`config.mk`:
```
export PLATFORM = sky130hd
export DESIGN_NAME = kim_counter_ctrl
export DESIGN_NICKNAME = d
export VERILOG_FILES = /design/src/rtl/kim_counter_ctrl.sv
export SDC_FILE = /design/constraint.sdc
export NUM_CORES = 1
export LEC_CHECK = 0
export ABC_CLOCK_PERIOD_IN_PS = 2800
export CAP_MARGIN = 20
export CORE_ASPECT_RATIO = 1.5
export CORE_UTILIZATION = 53
export CTS_CLUSTER_SIZE = 24
export DETAILED_ROUTE_END_ITERATION = 6
export MAX_ROUTING_LAYER = met4
export PLACE_DENSITY = 0.79
export SYNTH_ARGS = -nofsm -noshare
export SYNTH_HDL_FRONTEND = slang
export SYNTH_SLANG_ARGS = --single-unit
export TNS_END_PERCENT = 100
```
`constraint.sdc`:
```
create_clock -name clk -period 2.8 [get_ports clk]
set_clock_uncertainty 0.05 [all_clocks]
set_input_delay 0.56 -clock clk [delete_from_list [all_inputs] [get_ports clk]]
set_output_delay 0.56 -clock clk [all_outputs]
set_load 0.005 [all_outputs]
```
`src/rtl/kim_counter_ctrl.sv`:
```
// Programmable up/down counter-timer: one-shot or auto-reload, with pause, abort and done pulse.
// All outputs registered; start accepted only in IDLE, pause holds the count, abort wins over start.
module kim_counter_ctrl #(
    parameter int CNT_DATA_WIDTH = 7,
    parameter int WRAP_WIDTH     = 4
) (
    input  logic                      clk,
    input  logic                      rst,
    input  logic                      start,
    input  logic [CNT_DATA_WIDTH-1:0] cnt_val,
    input  logic [1:0]                mode,
    input  logic                      pause,
    input  logic                      abort,
    output logic [CNT_DATA_WIDTH-1:0] cnt,
    output logic                      busy,
    output logic                      done,
    output logic [WRAP_WIDTH-1:0]     wrap_cnt
);

    typedef enum logic {IDLE = 1'b0, RUN = 1'b1} state_t;

    state_t                    state_q;
    logic [CNT_DATA_WIDTH-1:0] cnt_q;
    logic [CNT_DATA_WIDTH-1:0] tv_q;
    logic [1:0]                md_q;
    logic                      busy_q;
    logic                      done_q;
    logic [WRAP_WIDTH-1:0]     wrap_q;

    logic [CNT_DATA_WIDTH-1:0] term_d;
    logic [CNT_DATA_WIDTH-1:0] reload_d;
    logic [CNT_DATA_WIDTH-1:0] step_d;

    // md_q[0]: down, md_q[1]: auto-reload
    always_comb begin
        term_d   = md_q[0] ? '0 : tv_q;
        reload_d = md_q[0] ? tv_q : '0;
        step_d   = md_q[0] ? (cnt_q - 1'b1) : (cnt_q + 1'b1);
    end

    always_ff @(posedge clk) begin
        if (rst) begin
            state_q <= IDLE;
            cnt_q   <= '0;
            tv_q    <= '0;
            md_q    <= '0;
            busy_q  <= 1'b0;
            done_q  <= 1'b0;
            wrap_q  <= '0;
        end else begin
            done_q <= 1'b0;
            if (abort) begin
                state_q <= IDLE;
                cnt_q   <= '0;
                busy_q  <= 1'b0;
            end else begin
                case (state_q)
                    IDLE: begin
                        if (start) begin
                            tv_q    <= cnt_val;
                            md_q    <= mode;
                            cnt_q   <= mode[0] ? cnt_val : '0;
                            wrap_q  <= '0;
                            state_q <= RUN;
                            busy_q  <= 1'b1;
                        end
                    end
                    RUN: begin
                        if (!pause) begin
                            if (cnt_q == term_d) begin
                                done_q <= 1'b1;
                                if (md_q[1]) begin
                                    cnt_q <= reload_d;
                                    if (wrap_q != {WRAP_WIDTH{1'b1}}) begin
                                        wrap_q <= wrap_q + 1'b1;
                                    end
                                end else begin
                                    state_q <= IDLE;
                                    busy_q  <= 1'b0;
                                end
                            end else begin
                                cnt_q <= step_d;
                            end
                        end
                    end
                    default: state_q <= IDLE;
                endcase
            end
        end
    end

    assign cnt      = cnt_q;
    assign busy     = busy_q;
    assign done     = done_q;
    assign wrap_cnt = wrap_q;

endmodule

```
==> impl_metrics.env, run 1 <==
export IMPL_crit_family="compound AO/OA/AOI/OAI gates"
export IMPL_cp_cell_sequence="buf_4 -> ha_1 -> nor2b_1 -> o311a_1 -> a211oi_1 -> nand3_1 -> a2bb2oi_1 -> a31oi_1"
export IMPL_syn_nets=219
export IMPL_grt_pass1_wl_mm=7.21
export IMPL_max_cap_violations=0
export IMPL_post_place_ws_ns=0.447
export IMPL_n_antenna_cell=0
export IMPL_rsz0062_at_grt="false"
export IMPL_final_cell_mix="26 x clkdlybuf4s50_1, 25 x nor2_1, 23 x dfxtp_1"
export IMPL_max_clock_freq_mhz=412
export IMPL_antenna_found_initial=0
export IMPL_ioPinCount=27
export IMPL_vdd_drop_max_v=0.000417
export IMPL_start_util_pct=56.5
export IMPL_yosysWarnings=0
export IMPL_max_clock_path_buffers=2
export IMPL_dp_hpwl_mm=3.28
export IMPL_routabilityCongestion=0.967
export IMPL_ant_nets=0
export IMPL_crit_path_max_incr_delay_ns=0.52
export IMPL_fin_ws_ns=0.375
export IMPL_area_growth_pct=19.4
export IMPL_firstDrtPassIters=4
export IMPL_synth_avg_cell_area_um2=8.39
export IMPL_clock_latency_ns=0.27
export IMPL_post_cts_setup_buffers=0
export IMPL_dpl_cell_area_mm2=0.00194
export IMPL_async_reset_ff_share_pct=0
export IMPL_routed_wl_mm=4.31
export IMPL_synthesis_area_mm2=0.00166
export IMPL_status="finished, final reports clean"
export IMPL_tightest_slew_ns=0.665
export IMPL_nFillCells=272
export IMPL_drcViolationCount=0
export IMPL_fin_area_mm2=0.00198
export IMPL_postSynthCellCount=198
export IMPL_coreArea_mm2=0.00294
export IMPL_finalCritPeriodShare_pct=86.6
export IMPL_crit_slowest_cell="dfxtp_1"
export IMPL_slew_violations=0
export IMPL_path_max_fanout=12
export IMPL_ys_seq_area_share_pct=27.7
export IMPL_grt_overflow=0
export IMPL_layout_area_seq_um2=460
export IMPL_cp_end_kind="register"
export IMPL_htree_levels=1
export IMPL_drt_iter0_markers=50
export IMPL_grt_max_degree=16
export IMPL_crit_buf_inv=1
export IMPL_cp_required_ns=2.95
export IMPL_post_route_min_period_ns=2.43
export IMPL_grt_usage_pct=29.6
export IMPL_die_area_mm2=0.00337
export IMPL_vias_per_cell=6.09
export IMPL_p_leak_nw=0.698
export IMPL_port_buffers=26
export IMPL_cp_start_kind="register"
export IMPL_hold_viol_final=0
export IMPL_worstSetupPathType="reg2reg"
export IMPL_synth_edf_count=0
export IMPL_final_util_pct=67.4
export IMPL_min_path_type="reg2reg"
export IMPL_clkSlewWorstSetupHoldPaths_ns=0.08
export IMPL_hold_buffers=0
export IMPL_drt_wirelength_per_cell_um=16.4
export IMPL_nets=245
export IMPL_setup_viol=0
export IMPL_yosysUniqueCellTypes=51
export IMPL_cts_tree="yes"
export IMPL_ys_seq_elements=23
export IMPL_die_h_um=70.6
export IMPL_cts_made_buffers=3
export IMPL_drive_gt1_share_pct=8.52
export IMPL_rows=24
export IMPL_final_common_cell="clkdlybuf4s50_1"
export IMPL_synth_main_ff_cell="dfxtp_1"
export IMPL_cts_resized_gates=0
export IMPL_multiInputGateArea_mm2=0.00109
export IMPL_cts_root_buffer="clkbuf_8"
export IMPL_setup_tns_ns=0
export IMPL_critPathArrivalTime_ns=2.57
export IMPL_cts_num_sinks=23
export IMPL_powerDensity_mw_per_mm2=428
export IMPL_slew_headroom_pct=55.5
export IMPL_dieWidth_um=47.7
export IMPL_vias=1596
export IMPL_grt_pass1_vias=1580
==> metal layers <==
layer / up-vias / share of wire, % / GRT usage (%)
met5: - / 0 / -
met3: 10 / 2.3 / 4.34
met1: 763 / 42 / 34.1
met2: 36 / 54 / 49.5
met4: 0 / 1.8 / 10.2
li1: 787 / - / -
==> synthesized netlist by cell type (2+ instances only) <==
master / count / area [um^2]
xnor2_1: 3 / 26.3
clkbuf_1: 3 / 11.3
nor3_1: 9 / 45.0
nand2b_1: 3 / 18.8
buf_2: 2 / 10.0
a221o_1: 2 / 20.0
o21ai_1: 9 / 45.0
a31oi_1: 9 / 56.3
a21oi_1: 7 / 35.0
nor2b_1: 7 / 43.8
dfxtp_1: 23 / 460
a211oi_1: 5 / 37.5
nand2_1: 16 / 60.1
ha_1: 6 / 75.1
buf_6: 3 / 33.8
o21ai_0: 8 / 40.0
nand4_1: 3 / 18.8
o211a_1: 2 / 20.0
mux2i_1: 9 / 90.1
nand3_1: 3 / 15.0
nor2_1: 25 / 93.8
o21a_1: 2 / 15.0
nor3b_1: 3 / 22.5
inv_1: 9 / 33.8
==> state kept, by name, indices dropped and copies added, names as in the netlist <==
| register | flops |
|---|---|
| busy | 1 |
| cnt | 7 |
| done | 1 |
| md_q | 2 |
| state_q | 1 |
| tv_q | 7 |
| wrap_cnt | 4 |
==> area by class of cell <==
| class | instances | share of cell area, % |
|---|---|---|
| clock buffer | 4 | 2.27 |
| multi-input combinational | 157 | 55.2 |
| sequential | 23 | 23.2 |
| timing repair buffer | 29 | 14.3 |
| tap | 39 | 2.46 |
| inverter | 10 | 2.59 |
==> kinds of logic after synthesis <==
group | synth area share, %
compound gates | 30.2
mux | 5.42
flops | 27.7
xor+xnor | 2.11
buf+inv | 6.40
fa+ha+maj | 5.72
simple gates | 22.4
==> stage by stage <==
stage	total power, mW	cells	hold slack (ns)
floorplan	0.573	198	0.415
global placement	0.637	258	0.409
detailed placement	0.645	258	0.420
CTS	0.852	262	0.444
global route	0.896	262	0.487
finish	0.850	262	0.432
==> power breakdown <==
group | total (mW) | internal, mW | switching, mW
Clock | 0.209 | 0.102 | 0.107
Sequential | 0.367 | 0.342 | 0.0253
Combinational | 0.274 | 0.115 | 0.158
==> worst reg2reg max path: cells and delay by family, from the launching register on <==
| family | cells | cell delay [ns] |
|---|---|---|
| fa+ha+maj | 1 | 0.29 |
| simple gates | 2 | 0.30 |
| flops | 1 | 0.52 |
| buf+inv | 1 | 0.26 |
| compound gates | 4 | 0.94 |
==> final timing paths <==
| check | to | cells past startpoint | from | slack [ns] |
|---|---|---|---|---|
| setup / recovery | cnt[6]$_SDFFE_PP0P_ | 8 | md_q[0]$_SDFFE_PP0P_ | 0.37 |
| hold / removal | busy$_SDFFE_PP0P_ | 2 | busy$_SDFFE_PP0P_ | 0.43 |
| setup reg to reg | cnt[6]$_SDFFE_PP0P_ | 8 | md_q[0]$_SDFFE_PP0P_ | 0.37 |
| hold reg to reg | busy$_SDFFE_PP0P_ | 2 | busy$_SDFFE_PP0P_ | 0.43 |
Power figures use the tool's default switching activity.
==> inputs of run 2 (changes only) <==
CORE_MARGIN = 10   (was default)
==> impl_metrics.env, run 2 (synthesized netlist as in run 1, its figures left out) <==
export IMPL_status="finished, final reports clean"
export IMPL_n_antenna_cell=0
export IMPL_grt_pass1_wl_mm=7.41
export IMPL_setup_viol=0
export IMPL_max_clock_path_buffers=2
export IMPL_finalCritPeriodShare_pct=86.7
export IMPL_cts_resized_gates=0
export IMPL_port_buffers=26
export IMPL_critPathArrivalTime_ns=2.58
export IMPL_grt_pass1_vias=1630
export IMPL_setup_tns_ns=0
export IMPL_drt_iter0_markers=104
export IMPL_grt_usage_pct=16.2
export IMPL_grt_overflow=0
export IMPL_worstSetupPathType="reg2reg"
export IMPL_cp_cell_sequence="bufinv_8 -> fa_1 -> nor2b_1 -> o31ai_1 -> a211oi_1 -> nand3_1 -> a2bb2oi_1 -> a31oi_1"
export IMPL_slew_headroom_pct=60.6
export IMPL_crit_path_max_incr_delay_ns=0.45
export IMPL_crit_family="compound AO/OA/AOI/OAI gates"
export IMPL_hold_buffers=0
export IMPL_clkSlewWorstSetupHoldPaths_ns=0.08
export IMPL_htree_levels=1
export IMPL_highest_layer="met4"
export IMPL_wl_met1_mm=1.76
export IMPL_ioPinCount=27
export IMPL_crit_buf_inv=1
export IMPL_path_max_fanout=6
export IMPL_routabilityCongestion=0.864
export IMPL_post_cts_setup_buffers=0
export IMPL_ant_nets=0
export IMPL_cts_tree="yes"
export IMPL_coreArea_mm2=0.00297
export IMPL_vias_per_cell=6.14
export IMPL_max_clock_freq_mhz=412
export IMPL_vdd_drop_max_v=0.000327
export IMPL_max_cap_violations=0
export IMPL_nets=245
export IMPL_grt_max_degree=18
export IMPL_drcViolationCount=0
export IMPL_rsz0062_at_grt="false"
export IMPL_post_place_ws_ns=0.433
export IMPL_drt_wirelength_per_cell_um=17.1
export IMPL_wl_met3_um=193
export IMPL_vias=1608
export IMPL_cts_root_buffer="clkbuf_8"
export IMPL_crit_slowest_cell="dfxtp_1"
export IMPL_fin_ws_ns=0.372
export IMPL_tightest_slew_ns=0.588
export IMPL_final_cell_mix="26 x clkdlybuf4s50_1, 25 x nor2_1, 23 x dfxtp_1"
export IMPL_slew_violations=0
export IMPL_final_common_cell="clkdlybuf4s50_1"
export IMPL_route_met2_wl_mm=2.45
export IMPL_post_route_min_period_ns=2.43
export IMPL_antenna_found_initial=0
export IMPL_dieWidth_um=65.7
export IMPL_p_leak_nw=0.697
export IMPL_cp_start_kind="register"
export IMPL_nFillCells=249
export IMPL_drive_gt1_share_pct=8.97
export IMPL_cp_required_ns=2.95
export IMPL_rows=24
export IMPL_hold_viol_final=0
export IMPL_firstDrtPassIters=4
export IMPL_area_growth_pct=19.6
export IMPL_min_path_type="reg2reg"
export IMPL_powerDensity_mw_per_mm2=425
export IMPL_clock_latency_ns=0.27
export IMPL_die_area_mm2=0.00582
export IMPL_cp_end_kind="register"
export IMPL_die_h_um=88.6
export IMPL_routed_wl_mm=4.47
export IMPL_start_util_pct=55.9
export IMPL_cts_made_buffers=3
export IMPL_dp_hpwl_mm=3.48
export IMPL_cts_num_sinks=23
run 2: cell types whose count changed in the layout (fill, tap and decap cells not counted):
cell and delta:
clkbuf_1 -1, clkinvlp_4 +1
run 2: area by class of cell:
| cell class | instances | area, um^2 | area share (%) |
|---|---|---|---|
| Timing Repair Buffer | 29 | 283 | 14.2 |
| Tap cell | 39 | 48.8 | 2.46 |
| Clock buffer | 3 | 41.3 | 2.08 |
| Multi-Input combinational cell | 157 | 1090 | 55.1 |
| Clock inverter | 1 | 7.51 | 0.378 |
| Sequential cell | 23 | 460 | 23.2 |
| Inverter | 10 | 51.3 | 2.58 |
run 2: stage by stage:
stage	hold WS, ns	power, mW	cells	utilization (%)	cell area [um^2]
CTS	0.457	0.845	262	66.8	1990
finish	0.450	0.844	262	66.8	1990
global route	0.474	0.887	262	66.8	1990
global placement	0.428	0.633	258	65.2	1940
floorplan	0.415	0.573	198	-	1660
detailed placement	0.431	0.639	258	65.2	1940
run 2: power breakdown:
part	internal, mW	switching, mW	leakage (nW)	total (mW)
Sequential	0.342	0.0247	0.187	0.366
Combinational	0.116	0.156	0.488	0.271
Clock	0.101	0.106	0.0217	0.206
run 2: routing by layer:
metal  up-vias  global-route usage (%)
met3         7                    2.78
met5         -                       -
met2        42                    30.5
met4         0                    5.08
met1       769                    16.2
li1        790                       -
run 2: final timing paths:
check,slack (ns),end,cells past startpoint,startpoint
min,0.45,busy$_SDFFE_PP0P_,2,busy$_SDFFE_PP0P_
max reg2reg,0.37,cnt[6]$_SDFFE_PP0P_,8,md_q[0]$_SDFFE_PP0P_
min reg2reg,0.45,busy$_SDFFE_PP0P_,2,busy$_SDFFE_PP0P_
max,0.37,cnt[6]$_SDFFE_PP0P_,8,md_q[0]$_SDFFE_PP0P_
run 2: tightest hold or removal path, stage by stage, from the launching register on:
cell,delay [ns]
dfxtp_1,0.32
nor2_1,0.10
nor2_1,0.04
==> inputs of run 3 (changes only) <==
CORE_MARGIN = 4   (was 10)
MAX_ROUTING_LAYER = default   (was met4)
==> impl_metrics.env, run 3 (synthesized netlist as in run 1, its figures left out) <==
export IMPL_max_clock_freq_mhz=424
export IMPL_port_buffers=26
export IMPL_clkSlewWorstSetupHoldPaths_ns=0.09
export IMPL_worstSetupPathType="reg2reg"
export IMPL_hold_viol_final=0
export IMPL_drt_iter0_markers=71
export IMPL_antenna_found_initial=0
export IMPL_cts_resized_gates=0
export IMPL_path_max_fanout=7
export IMPL_grt_usage_pct=24.4
export IMPL_finalCritPeriodShare_pct=84.2
export IMPL_slew_headroom_pct=58.5
export IMPL_slew_violations=0
export IMPL_p_leak_nw=0.706
export IMPL_routed_wl_mm=4.47
export IMPL_setup_viol=0
export IMPL_grt_max_degree=16
export IMPL_post_cts_setup_buffers=0
export IMPL_clock_latency_ns=0.27
export IMPL_grt_pass1_wl_mm=7.86
export IMPL_hold_buffers=0
export IMPL_die_h_um=76.6
export IMPL_rsz0062_at_grt="false"
export IMPL_cts_root_buffer="clkbuf_8"
export IMPL_critPathArrivalTime_ns=2.51
export IMPL_setup_tns_ns=0
export IMPL_rows=24
export IMPL_r2r_slack_ns=0.44
export IMPL_power_mw=0.855
export IMPL_cts_tree="yes"
export IMPL_ioPinCount=27
export IMPL_cts_num_sinks=23
export IMPL_cp_start_kind="register"
export IMPL_start_util_pct=55.9
export IMPL_cp_end_kind="register"
export IMPL_vias_per_cell=6.25
export IMPL_cts_made_buffers=3
export IMPL_vdd_drop_max_v=0.000320
export IMPL_status="finished, final reports clean"
export IMPL_dieWidth_um=53.7
export IMPL_die_area_mm2=0.00411
export IMPL_nets=246
export IMPL_htree_levels=1
export IMPL_vias=1643
export IMPL_n_antenna_cell=0
export IMPL_powerDensity_mw_per_mm2=429
export IMPL_tightest_slew_ns=0.620
export IMPL_area_growth_pct=19.9
export IMPL_ant_nets=0
export IMPL_grt_pass1_vias=1716
export IMPL_max_cap_violations=0
export IMPL_min_path_type="reg2reg"
export IMPL_routabilityCongestion=0.834
export IMPL_nFillCells=264
export IMPL_firstDrtPassIters=4
export IMPL_post_route_min_period_ns=2.36
export IMPL_cp_required_ns=2.95
export IMPL_dp_hpwl_mm=3.43
export IMPL_drt_wirelength_per_cell_um=17.0
export IMPL_grt_overflow=0
export IMPL_max_clock_path_buffers=2
export IMPL_drive_gt1_share_pct=9.38
export IMPL_drcViolationCount=0
export IMPL_final_cell_mix="26 x clkdlybuf4s50_1, 25 x nor2_1, 23 x dfxtp_1"
export IMPL_coreArea_mm2=0.00297
export IMPL_final_common_cell="clkdlybuf4s50_1"
## run 3: final timing paths
kind / from / to / cells after the start
setup / recovery: md_q[0]$_SDFFE_PP0P_ / cnt[6]$_SDFFE_PP0P_ / 8
hold / removal: busy$_SDFFE_PP0P_ / busy$_SDFFE_PP0P_ / 2
setup reg to reg: md_q[0]$_SDFFE_PP0P_ / cnt[6]$_SDFFE_PP0P_ / 8
hold reg to reg: busy$_SDFFE_PP0P_ / busy$_SDFFE_PP0P_ / 2
## run 3: final cells by class
| class | instances | area, um^2 | share of cell area (%) |
|---|---|---|---|
| flip-flops and latches | 23 | 460 | 23.1 |
| clock inverters | 1 | 5.00 | 0.251 |
| multi-input cells | 157 | 1090 | 55.0 |
| well taps | 39 | 48.8 | 2.45 |
| repair buffers | 30 | 290 | 14.6 |
| inverters | 10 | 51.3 | 2.58 |
| clock buffers | 3 | 41.3 | 2.07 |
## run 3: power by group
part,switching [mW],internal [mW],leakage (nW)
clock network,0.110,0.0995,0.0255
registers,0.0247,0.342,0.187
logic,0.163,0.117,0.494
## run 3: critical path, stage by stage (launching register included)
cell       delay, ns
dfxtp_1         0.45
bufinv_8        0.24
fa_1            0.40
nor2b_1         0.23
o31ai_1         0.12
a211oi_1        0.31
nand3_1         0.14
a2bb2oi_1       0.16
a31oi_1         0.19
## run 3: metal layers
metal / vias to the layer above / share of wire [%] / GRT usage, %
met5: - / 0 / 0
met4: 0 / 2.5 / 10.5
met3: 14 / 4.4 / 2.94
met2: 63 / 55 / 40.8
met1: 782 / 39 / 30.0
li1: 784 / - / -
## run 3: stage by stage
stage / std cells / worst slack, ns / instance area, um^2 / utilization (%) / hold slack (ns)
after floorplan: 198 / 0.665 / 1660 / - / 0.415
after global placement: 259 / 0.552 / 1950 / 65.4 / 0.411
after detailed placement: 259 / 0.493 / 1950 / 65.4 / 0.448
after CTS: 263 / 0.461 / 1990 / 67.0 / 0.461
after global routing: 263 / 0.279 / 1990 / 67.0 / 0.520
final: 263 / 0.443 / 1990 / 67.0 / 0.456
